<file path="src/rtl/timer.sv">
// timer -- programmable interval timer for the LED pattern CPU core.
//
// A free-running prescaler divides clk into base ticks of TICK_DIV cycles.
// While startStop is high, the block counts `amount` base ticks and then
// raises `en` for one cycle. It then starts the next interval of the same
// length straight away, so a held startStop gives periodic pulses.
//
// Parameters:
//   COUNT_SIZE : prescaler width in bits.
//   TICK_DIV   : clock cycles per base tick, 1 .. 2**COUNT_SIZE.
//
// Ports:
//   clk       : system clock, rising edge active.
//   rst       : asynchronous, active-low reset.
//   startStop : 1 = run, 0 = stop and clear all counters.
//   amount    : interval length in base ticks; 0 means 256.
//   en        : registered expiry pulse.
//
// Handshake with the core: the core raises startStop to request an interval
// and holds it. en is the completion strobe; it is high for exactly one cycle
// per expiry. The core drops startStop on seeing en. A low startStop sampled
// at an edge clears the timer and forces en low on that same edge, so an
// aborted interval never produces a pulse.
module timer #(
  parameter int COUNT_SIZE = 26,
  parameter int TICK_DIV   = 3_125_000
) (
  input  logic       clk,
  input  logic       rst,
  input  logic       startStop,
  input  logic [7:0] amount,
  output logic       en
);

  localparam logic [COUNT_SIZE-1:0] PRESC_LAST = COUNT_SIZE'(TICK_DIV - 1);
  localparam logic [COUNT_SIZE-1:0] PRESC_ONE  = COUNT_SIZE'(1);

  logic [COUNT_SIZE-1:0] presc;
  logic [7:0]            units;
  logic [7:0]            units_next;

  // units wraps 255 -> 0, so amount == 0 matches only after 256 ticks.
  // amount is compared live at every tick rather than latched at start.
  assign units_next = units + 8'd1;

  always_ff @(posedge clk or negedge rst) begin
    if (!rst) begin
      presc <= '0;
      units <= '0;
      en    <= 1'b0;
    end else if (!startStop) begin
      presc <= '0;
      units <= '0;
      en    <= 1'b0;
    end else if (presc != PRESC_LAST) begin
      presc <= presc + PRESC_ONE;
      en    <= 1'b0;
    end else begin
      presc <= '0;
      if (units_next == amount) begin
        units <= '0;
        en    <= 1'b1;
      end else begin
        units <= units_next;
        en    <= 1'b0;
      end
    end
  end

endmodule

</file>
<file path="config.mk">
export PLATFORM = sky130hd
export DESIGN_NAME = timer
export DESIGN_NICKNAME = d
export VERILOG_FILES = /design/src/rtl/timer.sv
export SDC_FILE = /design/constraint.sdc
export NUM_CORES = 1
export LEC_CHECK = 0
export ABC_AREA = 1
export ABC_CLOCK_PERIOD_IN_PS = 1640
export CAP_MARGIN = 40
export CORE_ASPECT_RATIO = 1.4
export CORE_MARGIN = 8
export CORE_UTILIZATION = 54
export DETAILED_ROUTE_END_ITERATION = 8
export PLACE_DENSITY = 0.82
export SYNTH_ARGS = -nofsm -noshare
export SYNTH_HDL_FRONTEND = slang
export SYNTH_SLANG_ARGS = --single-unit
</file>
<file path="constraint.sdc">
create_clock -name clk -period 1.64 [get_ports clk]
set_input_delay 0.246 -clock clk [delete_from_list [all_inputs] [get_ports clk]]
set_output_delay 0.246 -clock clk [all_outputs]
set_load 0.02 [all_outputs]
</file>
-- Yosys cells after proc, flatten, opt, wreduce, memory -nomap -nowiden
Cells that the tools add are included.
- flip-flop bits (word level): 35
- input bits: 11
- logic and storage cells: 16
- add/sub/neg operators: 2
- equality and inequality tests: 3
- mux-type cells: 8
- operators with widths (operator ; count):
    two-way mux 26 bit ; 2
    adder 26 x 1 -> 26 bit, second input constant ; 1
    != test 26 x 22 -> 1 bit, second input constant ; 1
    two-way mux 8 bit ; 3
    adder 8 x 1 -> 8 bit, second input constant ; 1
    equality test 8 bit ; 1
    two-way mux 1 bit ; 3
    != test 2 bit, second input constant ; 1

-- Depth between registers and ports, before layout
- word-level depth: 5
- mapped depth: 11

-- Least setup slack after synthesis
OpenSTA, ideal clock, no wires.
- path type: register to register
- start: register presc[0]
- end: register presc[18]
- setup time: 0.071 ns
- data arrival time: 1.493 ns
- slack: 0.075 ns
- cell stages (with the launch flop): 10
- cells stage by stage: dfrtp_1 -> ha_1 -> nand2_2 -> inv_1 -> nand4_1 -> nor2_4 -> a21oi_4 -> buf_4 -> nand2_1 -> nor2_1
- word-level cells in the longest chain between the ends: 3
- RTL lines (what ; RTL line ; source):
    start: declaration ; 38 ; logic [COUNT_SIZE-1:0] presc;
    start signal: assignment ; 56 ; presc <= presc + PRESC_ONE;
    adder 26 x 1 -> 26 bit or != test 26 x 22 -> 1 bit (tied branches) ; 56, 55 ;
    two-way mux 26 bit (*) ; 55 ; end else if (presc != PRESC_LAST) begin
    two-way mux 26 bit (*) ; 51 ; end else if (!startStop) begin
Mark *: on every way between the ends. The rest lies on a longest branch, timed or not.
A chain may end at the register's enable or synchronous reset.

-- Worst setup path after layout
- start: register units[1]
- end: register units[2]
- word-level cells in the longest chain between the ends: 5
- RTL lines (what ; RTL line ; source):
    start: declaration ; 39 ; logic [7:0] units;
    start signal: assignment ; 64 ; units <= units_next;
    adder 8 x 1 -> 8 bit (*) ; 44 ; assign units_next = units + 8'd1;
    equality test 8 bit ; 60 ; if (units_next == amount) begin
    two-way mux 8 bit (*) ; 60 ;
    two-way mux 8 bit (*) ; 55 ;
    two-way mux 8 bit (*) ; 51 ;
Mark *: on every way between the ends. The rest lies on a longest branch, timed or not. The select of a mux whose other input is x is not followed.

==> flow_metrics.env <==
export IMPL_status="finished, violations left"
export IMPL_violations="negative setup slack"
export IMPL_drt_iter0_drc=91
export IMPL_syn_area_per_cell_sq_um=6.96
export IMPL_grt_max_degree=36
export IMPL_wirelength_um=6170
export IMPL_drc=0
export IMPL_utilization_pct=69.9
export IMPL_synth_seq_cells=35
export IMPL_r2r_cells=10
export IMPL_post_drt_wl_per_cell_um=14.8
export IMPL_max_cap_violations=0
export IMPL_critPathMaxFanout=6
export IMPL_dpl_hpwl_um=4330
export IMPL_cts_root_buf="clkbuf_8"
export IMPL_synth_mux_area_share_pct=0
export IMPL_die_width_um=71.2
export IMPL_p_comb_share_pct=7.6
export IMPL_clk_pin_slew_worst_paths_ns=0.07
export IMPL_ys_warnings_count=0
export IMPL_hold_path_class="in2async"
export IMPL_viasPerCell=5.43
export IMPL_setup_worst_path_start="units[1]"
export IMPL_rr_startpoint="units[1]"
export IMPL_dpl_cell_area_sq_mm=0.00259
export IMPL_switching_share_pct=22.6
export IMPL_yosysTopAreaCell="dfrtp_1"
export IMPL_synth_xor_area_share_pct=3.80
export IMPL_gr_total_overflow=0
export IMPL_final_cells=418
export IMPL_layout_setup_ws_ns=-0.0207
export IMPL_hold_buffers=0
export IMPL_cts_made_buffers=5
export IMPL_drt_first_pass_iters=4
export IMPL_synth_compound_area_share_pct=4.73
export IMPL_setup_viol=4
export IMPL_final_cell_mix="81 x nand2_1, 54 x nor2_1, 41 x inv_1"
export IMPL_insertion_delay_ns=0.29
export IMPL_dp_cells=401
export IMPL_rrSetupSlack_ns=-0.02
export IMPL_rsz0062_at_grt="yes"
export IMPL_synthTopCellsByArea="dfrtp_1 38%, nand2_1 15%, nor2_1 9.3%"
export IMPL_power_frac_seq_pct=51.7
export IMPL_gp_congestion=0.912
export IMPL_power_internal_w=0.00131
export IMPL_leakage_nw=1.33
export IMPL_slew_violations=0
export IMPL_syn_to_final_growth_pct=26.6
export IMPL_yosys_area_share_simple_pct=44.4
export IMPL_tritoncts="built"
export IMPL_p_clk_share_pct=40.6
export IMPL_synth_fa_ha_area_share_pct=1.09
export IMPL_nNetsFinal=385
export IMPL_powerDensity_mw_per_mm2=580
export IMPL_synth_top_family_by_area="simple AND/OR/NAND/NOR gates"
export IMPL_die_area_sq_mm=0.00664
export IMPL_clock_path_buffers=2
export IMPL_io_buffer_count=11
export IMPL_syn_num_nets=344
export IMPL_final_hold_viol_count=0
export IMPL_die_y_um=93.3
export IMPL_ant_nets=0
export IMPL_antenna_found_initial=0
export IMPL_synth_cell_types=29
export IMPL_cp_endpoint="units[2]"
export IMPL_r2r_end="units[2]"
export IMPL_start_util_pct=55.3
export IMPL_syn_area_sq_mm=0.00230
export IMPL_htreeDepth=2
export IMPL_worstPathRequired_ns=1.82
export IMPL_synth_top_area_share_pct=38.0
export IMPL_antenna_cells=0
export IMPL_fin_skew_ns=0.00493
export IMPL_netSwitchingPower_w=0.000381
export IMPL_fmax_mhz=602
export IMPL_tightestPinTransition_ns=0.445
export IMPL_dr_total_vias=2268
export IMPL_power_total_w=0.00169
export IMPL_design_area_sq_mm=0.00292
export IMPL_coreArea_sq_mm=0.00417
export IMPL_ys_seq_area_share_pct=38.0
export IMPL_grt_pass1_vias=2202
export IMPL_final_layout_size_suffix_gt1_share_pct=23.6
export IMPL_slew_headroom_pct=70.3
export IMPL_period_needed_ns=1.66
export IMPL_synthCells=331
export IMPL_io_pin_count=12
export IMPL_endpoint_kind="flop"
export IMPL_ir_drop_mv=0.368
export IMPL_crit_arrival_ns=1.85
export IMPL_grt_usage_pct=17.8
export IMPL_rows=28
export IMPL_worst_setup_path_type="reg2reg"
export IMPL_grt_pass1_wl_um=9540
export IMPL_startpoint_type="flop"
export IMPL_final_common_cell="nand2_1"
export IMPL_finalCritPeriodShare_pct=101
export IMPL_cts_sinks=35
## power groups by stage
stage / combinational (W) / sequential (W) / clock [W]
finish: 0.000129 / 0.000874 / 0.000687
global route: 0.000141 / 0.000874 / 0.000725
CTS: 0.000116 / 0.000874 / 0.000709
detailed placement: 0.000115 / 0.000890 / 0
global placement: 0.000113 / 0.000889 / 0
floorplan: 0.0000415 / 0.000891 / 0
## kinds of logic after synthesis
kind of cell / Yosys count
AO/OA/AOI/OAI: 18
XOR/XNOR: 10
flip-flops: 35
buffers and inverters: 48
AND/OR/NAND/NOR: 218
adder cells (fa/ha/maj): 2
## critical path: stages, from the launching register on
cell,delay [ns]
dfrtp_1,0.37
buf_6,0.11
nand2_2,0.06
nor2_4,0.23
nand3_2,0.15
nand3_2,0.11
nand2_2,0.06
nor2_4,0.17
nand3_4,0.14
nand2_2,0.09
nand2_1,0.05
## layout make-up
class / instances / area [sq um]
multi-input cells: 250 / 1400
fillers: 348 / 1250
flip-flops and latches: 35 / 876
repair buffers: 34 / 307
inverters: 46 / 173
clock buffers: 8 / 100
well taps: 45 / 56.3
## per-layer routing
layer  up-vias  wire, um  GRT usage (%)
met4         0       266           10.1
li1       1134         -              -
met2        66      3390           33.6
met1      1040      2290           17.7
met5         -         0              0
met3        28       220           3.21
## registers in the layout, indices dropped and copies added, names as in the netlist
name and cells:
presc 26, units 8, en 1
## worst min path at each step
| stage | to | from | cells after the start |
|---|---|---|---|
| after floorplan | en | rst | 0 |
| after global placement | units[6] | units[6] | 2 |
| after detailed placement | units[6] | units[6] | 2 |
| after CTS | presc[22] | rst | 2 |
| after global routing | presc[1] | rst | 2 |
| final | presc[2] | rst | 2 |
## stage by stage
step / hold WS (ns) / setup slack, ns / TNS [ns]
detailed placement: 0.499 / -0.0215 / -0.110
finish: 0.364 / -0.0207 / -0.0544
floorplan: -0.0496 / 0.0753 / 0
CTS: 0.373 / 0.00420 / 0
global route: 0.404 / -0.165 / -1.58
global placement: 0.486 / -0.00808 / -0.00808
## Yosys cell counts, drive strengths merged
library cell	number
dfrtp	35
nand4	9
o21bai	2
nor4	2
clkbuf	1
o21ai	7
nor2	67
nand2	97
nor3	14
xnor2	1
nand3b	1
buf	1
ha	2
a21oi	8
xor2	9
inv	46
nand3	28
a21boi	1
## what timing repair did
| action | in CTS | in global routing |
|---|---|---|
| buffers inserted | 1 | 6 |
| endpoints found under the setup margin | 8 | 22 |
| cloned | 0 | 2 |
| pin swaps | 1 | 19 |
| hold endpoints to repair | 0 | 0 |
| resized for setup | 0 | 44 |
Power figures use the tool's default switching activity.
